File: src/rtl/sync_fifo_ctrl_if.sv
// Handshake/status bundle between a single-clock FIFO controller and its user.
// The master modport is the producer/consumer side; the slave modport is the FIFO.
interface sync_fifo_ctrl_if #(
    parameter int DATA_SIZE = 8,
    parameter int ADDR_SIZE = 4
);
    logic                 wr_en;
    logic [DATA_SIZE-1:0] wdata;
    logic                 rd_en;
    logic                 err_clr;
    logic [DATA_SIZE-1:0] rdata;
    logic                 rvalid;
    logic                 full;
    logic                 empty;
    logic                 almost_full;
    logic                 almost_empty;
    logic [ADDR_SIZE:0]   count;
    logic                 overflow;
    logic                 underflow;

    modport master (
        output wr_en, wdata, rd_en, err_clr,
        input  rdata, rvalid, full, empty, almost_full, almost_empty,
               count, overflow, underflow
    );

    modport slave (
        input  wr_en, wdata, rd_en, err_clr,
        output rdata, rvalid, full, empty, almost_full, almost_empty,
               count, overflow, underflow
    );
endinterface

File: src/rtl/sync_fifo_ctrl.sv
// Single-clock FIFO: dual-port storage, wrap-bit pointers, occupancy count,
// status flags decoded from the count, and sticky overflow/underflow errors.
module sync_fifo_ctrl #(
    parameter int DATA_SIZE     = 8,
    parameter int ADDR_SIZE     = 4,
    parameter int AFULL_THRESH  = (1 << ADDR_SIZE) - 2,
    parameter int AEMPTY_THRESH = 2
) (
    input logic            clk,
    input logic            rst,
    sync_fifo_ctrl_if.slave bus
);
    localparam int                 DEPTH   = 1 << ADDR_SIZE;
    localparam int                 CNT_W   = ADDR_SIZE + 1;
    localparam logic [CNT_W-1:0]   PTR_INC = CNT_W'(1);

    logic [DATA_SIZE-1:0] mem_r [DEPTH];
    logic [CNT_W-1:0]     wptr_r;
    logic [CNT_W-1:0]     rptr_r;
    logic [CNT_W-1:0]     count_r;
    logic [DATA_SIZE-1:0] rdata_r;
    logic                 rvalid_r;
    logic                 overflow_r;
    logic                 underflow_r;

    logic                 empty_s;
    logic                 full_s;
    logic                 rd_acc_s;
    logic                 wr_acc_s;
    logic                 ovf_set_s;
    logic                 udf_set_s;
    logic [CNT_W-1:0]     count_nxt_s;

    assign empty_s = (count_r == CNT_W'(0));
    assign full_s  = (count_r == CNT_W'(DEPTH));

    // Acceptance decisions; a write into a full FIFO is allowed only alongside an accepted read.
    always_comb begin
        rd_acc_s    = 1'b0;
        wr_acc_s    = 1'b0;
        ovf_set_s   = 1'b0;
        udf_set_s   = 1'b0;
        count_nxt_s = count_r;
        if (rst) begin
            rd_acc_s = 1'b0;
            wr_acc_s = 1'b0;
        end else begin
            rd_acc_s    = bus.rd_en && !empty_s;
            wr_acc_s    = bus.wr_en && (!full_s || rd_acc_s);
            ovf_set_s   = bus.wr_en && !wr_acc_s;
            udf_set_s   = bus.rd_en && !rd_acc_s;
            count_nxt_s = count_r + CNT_W'(wr_acc_s) - CNT_W'(rd_acc_s);
        end
    end

    // Storage array; contents are deliberately left unreset.
    always_ff @(posedge clk) begin
        if (wr_acc_s) begin
            mem_r[wptr_r[ADDR_SIZE-1:0]] <= bus.wdata;
        end
    end

    // Pointers, occupancy and registered read port.
    always_ff @(posedge clk) begin
        if (rst) begin
            wptr_r   <= CNT_W'(0);
            rptr_r   <= CNT_W'(0);
            count_r  <= CNT_W'(0);
            rdata_r  <= DATA_SIZE'(0);
            rvalid_r <= 1'b0;
        end else begin
            count_r <= count_nxt_s;
            if (wr_acc_s) begin
                wptr_r <= wptr_r + PTR_INC;
            end
            if (rd_acc_s) begin
                rdata_r  <= mem_r[rptr_r[ADDR_SIZE-1:0]];
                rptr_r   <= rptr_r + PTR_INC;
                rvalid_r <= 1'b1;
            end else begin
                rvalid_r <= 1'b0;
            end
        end
    end

    // Sticky error flags; a new error in the same cycle as err_clr wins.
    always_ff @(posedge clk) begin
        if (rst) begin
            overflow_r  <= 1'b0;
            underflow_r <= 1'b0;
        end else begin
            if (ovf_set_s) begin
                overflow_r <= 1'b1;
            end else if (bus.err_clr) begin
                overflow_r <= 1'b0;
            end
            if (udf_set_s) begin
                underflow_r <= 1'b1;
            end else if (bus.err_clr) begin
                underflow_r <= 1'b0;
            end
        end
    end

    assign bus.rdata        = rdata_r;
    assign bus.rvalid       = rvalid_r;
    assign bus.count        = count_r;
    assign bus.full         = full_s;
    assign bus.empty        = empty_s;
    assign bus.almost_full  = (count_r >= CNT_W'(AFULL_THRESH));
    assign bus.almost_empty = (count_r <= CNT_W'(AEMPTY_THRESH));
    assign bus.overflow     = overflow_r;
    assign bus.underflow    = underflow_r;
endmodule
File: src/flat_wrapper.sv
// flat-port wrapper written by rule: the top's interface ports become plain ports
module sync_fifo_ctrl_flat 
#(
    parameter int DATA_SIZE     = 8,
    parameter int ADDR_SIZE     = 4,
    parameter int AFULL_THRESH  = (1 << ADDR_SIZE) - 2,
    parameter int AEMPTY_THRESH = 2
)
  (clk, rst, bus_wr_en, bus_wdata, bus_rd_en, bus_err_clr, bus_rdata, bus_rvalid, bus_full, bus_empty, bus_almost_full, bus_almost_empty, bus_count, bus_overflow, bus_underflow);
  sync_fifo_ctrl_if #(.DATA_SIZE(DATA_SIZE), .ADDR_SIZE(ADDR_SIZE)) bus_i ();
  input logic clk;
  input logic rst;
  input wire logic [$bits(bus_i.wr_en)-1:0] bus_wr_en;
  input wire logic [$bits(bus_i.wdata)-1:0] bus_wdata;
  input wire logic [$bits(bus_i.rd_en)-1:0] bus_rd_en;
  input wire logic [$bits(bus_i.err_clr)-1:0] bus_err_clr;
  output wire logic [$bits(bus_i.rdata)-1:0] bus_rdata;
  output wire logic [$bits(bus_i.rvalid)-1:0] bus_rvalid;
  output wire logic [$bits(bus_i.full)-1:0] bus_full;
  output wire logic [$bits(bus_i.empty)-1:0] bus_empty;
  output wire logic [$bits(bus_i.almost_full)-1:0] bus_almost_full;
  output wire logic [$bits(bus_i.almost_empty)-1:0] bus_almost_empty;
  output wire logic [$bits(bus_i.count)-1:0] bus_count;
  output wire logic [$bits(bus_i.overflow)-1:0] bus_overflow;
  output wire logic [$bits(bus_i.underflow)-1:0] bus_underflow;
  assign bus_i.wr_en = bus_wr_en;
  assign bus_i.wdata = bus_wdata;
  assign bus_i.rd_en = bus_rd_en;
  assign bus_i.err_clr = bus_err_clr;
  assign bus_rdata = bus_i.rdata;
  assign bus_rvalid = bus_i.rvalid;
  assign bus_full = bus_i.full;
  assign bus_empty = bus_i.empty;
  assign bus_almost_full = bus_i.almost_full;
  assign bus_almost_empty = bus_i.almost_empty;
  assign bus_count = bus_i.count;
  assign bus_overflow = bus_i.overflow;
  assign bus_underflow = bus_i.underflow;
  sync_fifo_ctrl #(.DATA_SIZE(DATA_SIZE), .ADDR_SIZE(ADDR_SIZE), .AFULL_THRESH(AFULL_THRESH), .AEMPTY_THRESH(AEMPTY_THRESH)) u_core (.clk(clk), .rst(rst), .bus(bus_i));
endmodule
File: config.mk
export PLATFORM = sky130hd
export DESIGN_NAME = sync_fifo_ctrl_flat
export DESIGN_NICKNAME = d
export VERILOG_FILES = /design/src/rtl/sync_fifo_ctrl_if.sv /design/src/rtl/sync_fifo_ctrl.sv /design/src/flat_wrapper.sv
export SDC_FILE = /design/constraint.sdc
export NUM_CORES = 1
export LEC_CHECK = 0
export BUFFER_PORTS_ARGS = -buffer_cell sky130_fd_sc_hd__buf_2
export CAP_MARGIN = 10
export CORE_MARGIN = 3
export CORE_UTILIZATION = 54
export CTS_BUF_LIST = sky130_fd_sc_hd__clkbuf_4
export CTS_CLUSTER_SIZE = 24
export DETAILED_ROUTE_END_ITERATION = 7
export HOLD_SLACK_MARGIN = 0.12
export PLACE_DENSITY = 0.72
export REMOVE_ABC_BUFFERS = 1
export SYNTH_ARGS = -nofsm -noshare
export SYNTH_HDL_FRONTEND = slang
export SYNTH_SLANG_ARGS = --single-unit
File: constraint.sdc
create_clock -name clk -period 3.6 [get_ports clk]
set_input_delay 0 -clock clk [delete_from_list [all_inputs] [get_ports clk]]
set_output_delay 0 -clock clk [all_outputs]
set_load 0.02 [all_outputs]
==> flow_metrics.env, run 1 <==
export IMPL_switching_power_mw=1.273
export IMPL_post_cts_buffers=0
export IMPL_vias_per_cell=5.661
export IMPL_fp_dieW_um=114.0
export IMPL_leakage_nw=2.429
export IMPL_cp_required_ps=4020
export IMPL_setup_slack_ps=532.2
export IMPL_cts_tree="built"
export IMPL_ant_nets=0
export IMPL_drc=0
export IMPL_fmax_ghz=0.3260
export IMPL_ir_drop_mv=0.4105
export IMPL_slew_headroom=0.1774
export IMPL_finalPower_mw=4.387
export IMPL_tightest_slew_ps=1232
export IMPL_seqPwrFrac=0.485
export IMPL_grt_max_degree=36
export IMPL_period_needed_ps=3068
export IMPL_ctsHoldBuffers=15
export IMPL_synth_area_top_cells="edfxtp_1, dfxtp_1, mux4_1, mux4_2, ha_1"
export IMPL_cts_inserted_buffers=17
export IMPL_dr_first_iter_drc_count=286
export IMPL_pwr_share_comb=0.228
export IMPL_clock_tree_buffer_depth=2
export IMPL_core_area_sq_um=11130
export IMPL_crit_path_end_kind="register"
export IMPL_synth_seq_cells=152
export IMPL_nets=431
export IMPL_overflow=0
export IMPL_synth_cell_types=36
export IMPL_setup_viol_count_final=0
export IMPL_power_density_nw_per_um2=624.1
export IMPL_cp_max_fo=12
export IMPL_cts_resized_gates=0
export IMPL_fin_crit_sh=0.8522
export IMPL_p_int_mw=3.113
export IMPL_path_class="reg2reg"
export IMPL_clkLatencyLatePin_ps=540
export IMPL_drive_above_1_share=0.2337
export IMPL_first_global_vias=3299
export IMPL_status="finished, final reports clean"
export IMPL_antenna_found_initial=0
export IMPL_wl_per_cell_um=21.02
export IMPL_cts_sinks=152
export IMPL_skew_ps=13.43
export IMPL_cp_start_kind="register"
export IMPL_syn_to_final_growth_pct=11.69
export IMPL_syn_inst=342
export IMPL_dp_hpwl_um=7552
export IMPL_rsz0062_at_grt="false"
export IMPL_gr_usage_all_layers=0.1926
export IMPL_preCtsSetupSlack_ps=559.0
export IMPL_setup_tns_ps=0
export IMPL_ys_warnings_count=0
export IMPL_hold_class="in2reg"
export IMPL_drv_slew=0
export IMPL_drt_wl_total_um=11660
export IMPL_whs_ps=371.4
export IMPL_hold_viol=0
export IMPL_synth_edff_count=128
export IMPL_die_area_sq_um=12990
export IMPL_io_buffers=32
export IMPL_clkTransAtPathRegs_ps=130
export IMPL_synthArstFlopShare=0
export IMPL_start_util=0.5657
export IMPL_yosysSeqAreaShare=0.6871
export IMPL_io_pins=33
export IMPL_cts_htree_levels=4
export IMPL_clkPwrFrac=0.287
export IMPL_die_y_um=114.0
export IMPL_grt_pass1_wl_um=18070
export IMPL_drv_cap=0
export IMPL_worstPathArrival_ps=3490
export IMPL_syn_avg_cell_area_sq_um=18.40
export IMPL_vias=3142
export IMPL_synth_most_common_cell="edfxtp_1"
export IMPL_drt_pass1_iterations=4
export IMPL_power_switching_fraction=0.2903
export IMPL_synthFlopType="edfxtp_1"
export IMPL_yosys_area_top_type_share=0.6107
export IMPL_diodes=0
export IMPL_core_rowCount=38
export IMPL_synth_top_cell_by_area="edfxtp_1"
export IMPL_root_buffer="clkbuf_4"
export IMPL_place_congestion=0.7682
export IMPL_netlist_area_sq_um=6294
export IMPL_ys_top_cells_by_count="edfxtp_1, nor2_1, dfxtp_1, inv_1"
## critical path, cell delays in order (launching register included)
cell,delay [ps]
dfxtp_1,360
inv_1,110
ha_1,210
or4b_4,500
nand2_2,210
inv_1,150
ha_1,300
inv_1,60
ha_1,160
inv_1,60
fa_1,390
o21bai_1,150
a21oi_1,90
xnor2_1,140
nor2_1,60
## metal layers
layer,track usage,wire length (um)
met3,0.04775,804
met1,0.2662,5194
met4,0.06888,113
met2,0.3021,5552
met5,0,0
## cell families (layout without fill, tap and decap cells)
kind of cell               count (synthesis)  after routing  share of synthesized area
muxes                                     49             49                     0.1505
adders and majority gates                 16             16                    0.03300
and+or+nand+nor                           62             62                    0.05169
buffers and inverters                     34            107                    0.04115
DFF                                      152            152                     0.6871
xor gates and xnor gates                   9              9                    0.01253
AOI/OAI and AO/OA                         20             20                    0.02405
## flip-flops by register name (all words and copies together) (netlist names)
name,flops
u_core.bus.rvalid,1
u_core.wptr_r,4
u_core.bus.overflow,1
u_core.rptr_r,4
u_core.bus.underflow,1
u_core.bus.rdata,8
u_core.mem_r,128
u_core.bus.count,5
## area by class of cell
cell class                      instances  area [sq um]
Fill cell                             819          4096
Sequential cell                       152          4327
Timing Repair Buffer                   57         385.4
Tap cell                              140         175.2
Clock buffer                           17         127.6
Inverter                               18         67.56
Clock inverter                         15         236.5
Multi-Input combinational cell        156          1710
## power by group through the flow
stage / clock, mW / combinational (mW) / sequential [mW]
5_1_grt: 1.35 / 1.09 / 2.15
2_1_floorplan: 0 / 0.618 / 2.22
4_1_cts: 1.29 / 1.01 / 2.14
6_report: 1.26 / 0.998 / 2.13
3_3_place_gp: 0 / 0.959 / 2.17
3_5_place_dp: 0 / 0.991 / 2.18
## placed cells by master (no fill, tap or decap), types with 2 or more instances in the layout
| cell type | synthesis | routed |
|---|---|---|
| ha_1 | 15 | 15 |
| edfxtp_1 | 128 | 128 |
| clkbuf_4 | 0 | 17 |
| mux2i_1 | 17 | 17 |
| nand2_1 | 10 | 10 |
| nand3_1 | 4 | 4 |
| buf_2 | 0 | 32 |
| inv_1 | 18 | 18 |
| bufinv_16 | 0 | 5 |
| mux4_2 | 17 | 17 |
| o21bai_1 | 2 | 2 |
| xor2_1 | 2 | 2 |
| nor3_1 | 5 | 5 |
| a21oi_1 | 5 | 5 |
| o221ai_1 | 8 | 8 |
| clkinvlp_4 | 0 | 3 |
| inv_6 | 0 | 5 |
| mux4_1 | 15 | 15 |
| nor2b_1 | 2 | 2 |
| nor2_1 | 25 | 25 |
| dfxtp_1 | 24 | 22 |
| dfxtp_2 | 0 | 2 |
| buf_4 | 1 | 10 |
| nand2b_1 | 3 | 3 |
| xnor2_1 | 7 | 7 |
| dlygate4sd3_1 | 0 | 15 |
| nand3b_1 | 8 | 8 |
## path summary, 6_finish.rpt
kind                        from                   to  slack [ps]  cells after the start
min reg2reg  u_core.bus.rdata[4]  u_core.bus.rdata[4]         530                      2
max          u_core.bus.count[2]  u_core.bus.count[4]         530                     14
max reg2reg  u_core.bus.count[2]  u_core.bus.count[4]         530                     14
min                 bus_wdata[7]   u_core.mem_r[6][7]         370                      2
## stage by stage
stage | utilization | instances | area, sq um
finish | 0.6318 | 555 | 7029
global route | 0.6318 | 555 | 7029
CTS | 0.6318 | 555 | 7029
detailed placement | 0.5856 | 508 | 6515
global placement | 0.5856 | 508 | 6515
floorplan | - | 326 | 6102
(Power assumes the default switching activity.)
==> run 2, diff against run 1 <==
- GPL_TIMING_DRIVEN: default -> 0
- PLACE_DENSITY: 0.72 -> default
- PLACE_DENSITY_LB_ADDON: default -> 0.25
==> flow_metrics.env, run 2 (synthesis results as in run 1) <==
export IMPL_die_y_um=114.0
export IMPL_diodes=0
export IMPL_dp_hpwl_um=7036
export IMPL_io_pins=33
export IMPL_clock_tree_buffer_depth=2
export IMPL_antenna_found_initial=0
export IMPL_fin_crit_sh=0.8674
export IMPL_reg2reg_to="u_core.bus.count[4]"
export IMPL_vias_per_cell=5.661
export IMPL_root_buffer="clkbuf_4"
export IMPL_vias=3108
export IMPL_drv_cap=0
export IMPL_cp_max_fo=12
export IMPL_hold_class="in2reg"
export IMPL_switching_power_mw=1.196
export IMPL_clkTransAtPathRegs_ps=130
export IMPL_cts_inserted_buffers=17
export IMPL_post_dp_cell_area_sq_um=6482
export IMPL_hold_path_end="u_core.mem_r[8][4]"
export IMPL_clkLatencyLatePin_ps=540
export IMPL_holdPathStages=2
export IMPL_reg2reg_slack_ps=480
export IMPL_pwr_share_comb=0.231
export IMPL_syn_to_final_growth_pct=10.64
export IMPL_rsz0062_at_grt="false"
export IMPL_skew_ps=20.93
export IMPL_grt_max_degree=36
export IMPL_setup_slack_ps=477.3
export IMPL_path_class="reg2reg"
export IMPL_r2r_start="u_core.bus.count[2]"
export IMPL_period_needed_ps=3123
export IMPL_seqCellArea_sq_um=4327
export IMPL_first_global_vias=3265
export IMPL_power_density_nw_per_um2=616.8
export IMPL_cts_sinks=152
export IMPL_dr_first_iter_drc_count=311
export IMPL_hp_start="bus_wdata[4]"
export IMPL_place_congestion=0.7414
export IMPL_post_cts_buffers=0
export IMPL_n_fill_cell=794
export IMPL_fmax_ghz=0.3202
export IMPL_cp_start_kind="register"
export IMPL_io_buffers=32
export IMPL_core_area_sq_um=11130
export IMPL_preCtsSetupSlack_ps=514.4
export IMPL_gr_usage_all_layers=0.1861
export IMPL_multi_input_area_sq_um=1710
export IMPL_start_util=0.5657
export IMPL_fp_dieW_um=114.0
export IMPL_p_int_mw=3.099
export IMPL_cts_tree="built"
export IMPL_cts_htree_levels=4
export IMPL_drive_above_1_share=0.2225
export IMPL_setup_viol_count_final=0
export IMPL_crit_path_end_kind="register"
export IMPL_hold_viol=0
export IMPL_leakage_nw=2.392
export IMPL_status="finished, final reports clean"
export IMPL_grt_pass1_wl_um=17550
export IMPL_seqPwrFrac=0.491
export IMPL_power_switching_fraction=0.2784
export IMPL_core_rowCount=38
export IMPL_nets=425
export IMPL_final_cell_area_sq_um=6963
export IMPL_overflow=0
export IMPL_cp_required_ps=4030
export IMPL_finalPower_mw=4.295
export IMPL_wl_per_cell_um=20.10
export IMPL_ir_drop_mv=0.5227
export IMPL_ant_nets=0
export IMPL_tightest_slew_ps=1118
export IMPL_drt_pass1_iterations=4
export IMPL_clkPwrFrac=0.278
export IMPL_r2r_worst_path_cells=14
export IMPL_largest_reg_flops=128
export IMPL_slew_headroom=0.2536
export IMPL_final_cell_mix="edfxtp_1, buf_2, nor2_1, dfxtp_1"
export IMPL_drc=0
export IMPL_drv_slew=0
export IMPL_worstPathArrival_ps=3550
export IMPL_die_area_sq_um=12990
export IMPL_setup_tns_ps=0
export IMPL_layout_commonest_cell="edfxtp_1"
export IMPL_drt_wl_total_um=11040
[run 2: cell count changes in the layout (fill, tap and decap cells not counted), moves of 3 or more]
| cell | delta |
|---|---|
| buf_4 | -9 |
| inv_6 | -5 |
| clkinv_2 | +4 |
| buf_2 | +3 |
[run 2: worst max-delay path by stage]
stage / start / end / cells past startpoint
after floorplan: u_core.bus.count[2] / u_core.bus.count[4] / 14
after global placement: u_core.rptr_r[0] / u_core.bus.rdata[3] / 3
after detailed placement: u_core.bus.count[2] / u_core.bus.count[4] / 14
after CTS: u_core.bus.count[2] / u_core.bus.count[4] / 14
after global routing: u_core.bus.count[2] / u_core.bus.count[4] / 14
final: u_core.bus.count[2] / u_core.bus.count[4] / 14
[run 2: worst max-delay path, stage by stage, from the launching register on]
cell	delay, ps
dfxtp_1	370
inv_1	110
ha_1	200
or4b_4	490
nand2_2	230
inv_1	170
ha_1	310
inv_1	60
ha_1	150
inv_1	50
fa_1	400
o21bai_1	160
a21oi_1	100
xnor2_1	140
nor2_1	50
[run 2: layout make-up]
cell class | count | share of cell area
Sequential cell | 152 | 0.6214
Multi-Input combinational cell | 156 | 0.2456
Timing Repair Buffer | 51 | 0.04924
Clock inverter | 14 | 0.02947
Tap cell | 140 | 0.02516
Clock buffer | 18 | 0.01941
Inverter | 18 | 0.009704
[run 2: what timing repair did]
item,4_1_cts,5_1_grt
setup endpoints to repair,0,0
hold buffers,14,0
endpoints found under the hold margin,153,0
resized for setup,0,0
[run 2: layer usage]
metal | up-vias | track usage | wire, um
li1 | 1450 | - | -
met1 | 1533 | 0.2521 | 4650
met2 | 115 | 0.2920 | 5309
met3 | 10 | 0.04987 | 952
met4 | 0 | 0.07126 | 125
met5 | - | 0 | 0
[run 2: through the flow]
stage / hold WS (ps) / util / cells
after global routing: 349.0 / 0.6258 / 549
after CTS: 350.3 / 0.6258 / 549
after detailed placement: 296.9 / 0.5827 / 503
final: 389.5 / 0.6258 / 549
after global placement: 285.7 / 0.5786 / 498
after floorplan: 66.69 / - / 326
[run 2: power groups by stage]
stage	clock, mW	combinational, mW	sequential [mW]
global placement	0	0.896	2.21
floorplan	0	0.618	2.22
global route	1.29	1.09	2.13
CTS	1.22	1.01	2.11
detailed placement	0	0.991	2.15
finish	1.19	0.992	2.11
==> run 3, diff against run 2 <==
- BUFFER_PORTS_ARGS: -buffer_cell sky130_fd_sc_hd__buf_2 -> -buffer_cell sky130_fd_sc_hd__buf_4
- CTS_BUF_LIST: sky130_fd_sc_hd__clkbuf_4 -> sky130_fd_sc_hd__clkbuf_4 sky130_fd_sc_hd__clkbuf_8
==> flow_metrics.env, run 3 (synthesis results as in run 1) <==
export IMPL_status="finished, final reports clean"
export IMPL_period_needed_ps=3097
export IMPL_tightest_slew_ps=1225
export IMPL_core_rowCount=38
export IMPL_n_fill_cell=767
export IMPL_r2r_worst_path_cells=14
export IMPL_leakage_nw=2.447
export IMPL_holdPathStages=2
export IMPL_setup_viol_count_final=0
export IMPL_power_density_nw_per_um2=633.4
export IMPL_clkTransAtPathRegs_ps=80
export IMPL_cts_tree="built"
export IMPL_cts_inserted_buffers=17
export IMPL_cp_max_fo=12
export IMPL_fin_crit_sh=0.8601
export IMPL_cp_required_ps=3920
export IMPL_setup_tns_ps=0
export IMPL_hold_viol=0
export IMPL_r2r_start="u_core.bus.count[2]"
export IMPL_cts_sinks=152
export IMPL_antenna_found_initial=0
export IMPL_die_area_sq_um=12990
export IMPL_seqCellArea_sq_um=4327
export IMPL_first_global_vias=3026
export IMPL_skew_ps=9.617
export IMPL_hp_start="bus_wdata[6]"
export IMPL_clkLatencyLatePin_ps=440
export IMPL_reg2reg_to="u_core.bus.count[4]"
export IMPL_diodes=0
export IMPL_start_util=0.5657
export IMPL_clock_tree_buffer_depth=2
export IMPL_dr_first_iter_drc_count=224
export IMPL_io_buffers=32
export IMPL_ant_nets=0
export IMPL_final_cell_mix="edfxtp_1, buf_4, nor2_1, dfxtp_1, clkbuf_8"
export IMPL_dp_hpwl_um=7081
export IMPL_final_util=0.6405
export IMPL_cp_start_kind="register"
export IMPL_root_buffer="clkbuf_8"
export IMPL_drv_slew=0
export IMPL_grt_max_degree=36
export IMPL_drive_above_1_share=0.2260
export IMPL_rsz0062_at_grt="false"
export IMPL_io_pins=33
export IMPL_syn_to_final_growth_pct=13.22
export IMPL_post_cts_buffers=0
export IMPL_worstPathArrival_ps=3420
export IMPL_overflow=0
export IMPL_finalPower_mw=4.513
export IMPL_drc=0
export IMPL_ir_drop_mv=0.4124
export IMPL_die_y_um=114.0
export IMPL_crit_path_end_kind="register"
export IMPL_drt_pass1_iterations=5
export IMPL_layout_commonest_cell="edfxtp_1"
export IMPL_core_area_sq_um=11130
export IMPL_gr_usage_all_layers=0.1909
export IMPL_drt_wl_total_um=11550
export IMPL_nets=423
export IMPL_hold_path_end="u_core.mem_r[15][6]"
export IMPL_place_congestion=0.7345
export IMPL_vias_per_cell=5.770
export IMPL_fmax_ghz=0.3229
export IMPL_grt_pass1_wl_um=17680
export IMPL_hold_class="in2reg"
export IMPL_wl_per_cell_um=21.11
export IMPL_multi_input_area_sq_um=1720
export IMPL_vias=3156
export IMPL_drv_cap=0
export IMPL_largest_reg_flops=128
export IMPL_fp_dieW_um=114.0
export IMPL_slew_headroom=0.1822
export IMPL_path_class="reg2reg"
export IMPL_reg2reg_slack_ps=500
export IMPL_cts_htree_levels=4
run 3: changes by cell type in the layout (fill, tap and decap cells not counted):
| cell | previous run | this run |
|---|---|---|
| clkinv_2 | 4 | 3 |
| clkbuf_4 | 18 | 4 |
| clkinv_1 | 1 | 0 |
| clkinv_4 | 1 | 0 |
| nor3_2 | 0 | 2 |
| bufinv_16 | 5 | 3 |
| clkinvlp_4 | 3 | 2 |
| buf_2 | 35 | 2 |
| buf_4 | 1 | 32 |
| clkbuf_8 | 0 | 20 |
| nor3_1 | 5 | 3 |
run 3: per-layer routing:
metal / track usage / share of wire / up-vias / wire length [um]
met5: 0 / 0 / - / 0
met4: 0.06888 / 0.014 / 0 / 159
met1: 0.2794 / 0.46 / 1618 / 5348
met3: 0.05093 / 0.048 / 10 / 558
li1: - / - / 1443 / -
met2: 0.2799 / 0.47 / 85 / 5480
run 3: power by group:
part	internal [mW]	total, mW	switching (mW)
combinational	0.532	1.04	0.512
sequential	1.99	2.11	0.122
clock	0.769	1.36	0.588
total	3.29	4.51	1.22
run 3: area by class of cell:
type | count | share of cell area
inverters | 18 | 0.009482
clock buffers | 24 | 0.04284
flip-flops and latches | 152 | 0.6072
clock inverters | 8 | 0.01686
multi-input cells | 156 | 0.2414
repair buffers | 49 | 0.05759
well taps | 140 | 0.02458
run 3: per-stage QoR:
step | area [sq um] | cells | hold slack (ps) | worst slack [ps]
final | 7126 | 547 | 416.1 | 503.5
after global routing | 7126 | 547 | 400.4 | 225.4
after CTS | 7126 | 547 | 373.9 | 458.9
after detailed placement | 6560 | 501 | 291.7 | 489.1
after global placement | 6518 | 498 | 277.7 | 399.8
after floorplan | 6102 | 326 | 66.69 | 764.5
run 3: worst max-delay path by stage:
stage                     endpoint  slack, ps                 from
2_1_floorplan  u_core.bus.count[4]        760  u_core.bus.count[2]
3_3_place_gp   u_core.bus.rdata[0]        400     u_core.rptr_r[0]
3_5_place_dp   u_core.bus.count[4]        490  u_core.bus.count[2]
4_1_cts        u_core.bus.count[4]        460  u_core.bus.count[2]
5_1_grt        u_core.bus.count[4]        230  u_core.bus.count[2]
6_report       u_core.bus.count[4]        500  u_core.bus.count[2]
run 3: repair_timing:
action                    CTS  global route
gates resized for setup     0             0
hold endpoints to repair  152             0
hold buffers               14             0
run 3: worst max-delay path, stage by stage, from the launching register on:
cell,delay (ps)
dfxtp_1,350
inv_1,110
ha_1,190
or4b_4,490
nand2_2,250
inv_1,190
ha_1,300
inv_1,50
ha_1,160
inv_1,50
fa_1,400
o21bai_1,150
a21oi_1,100
xnor2_1,130
nor2_1,50
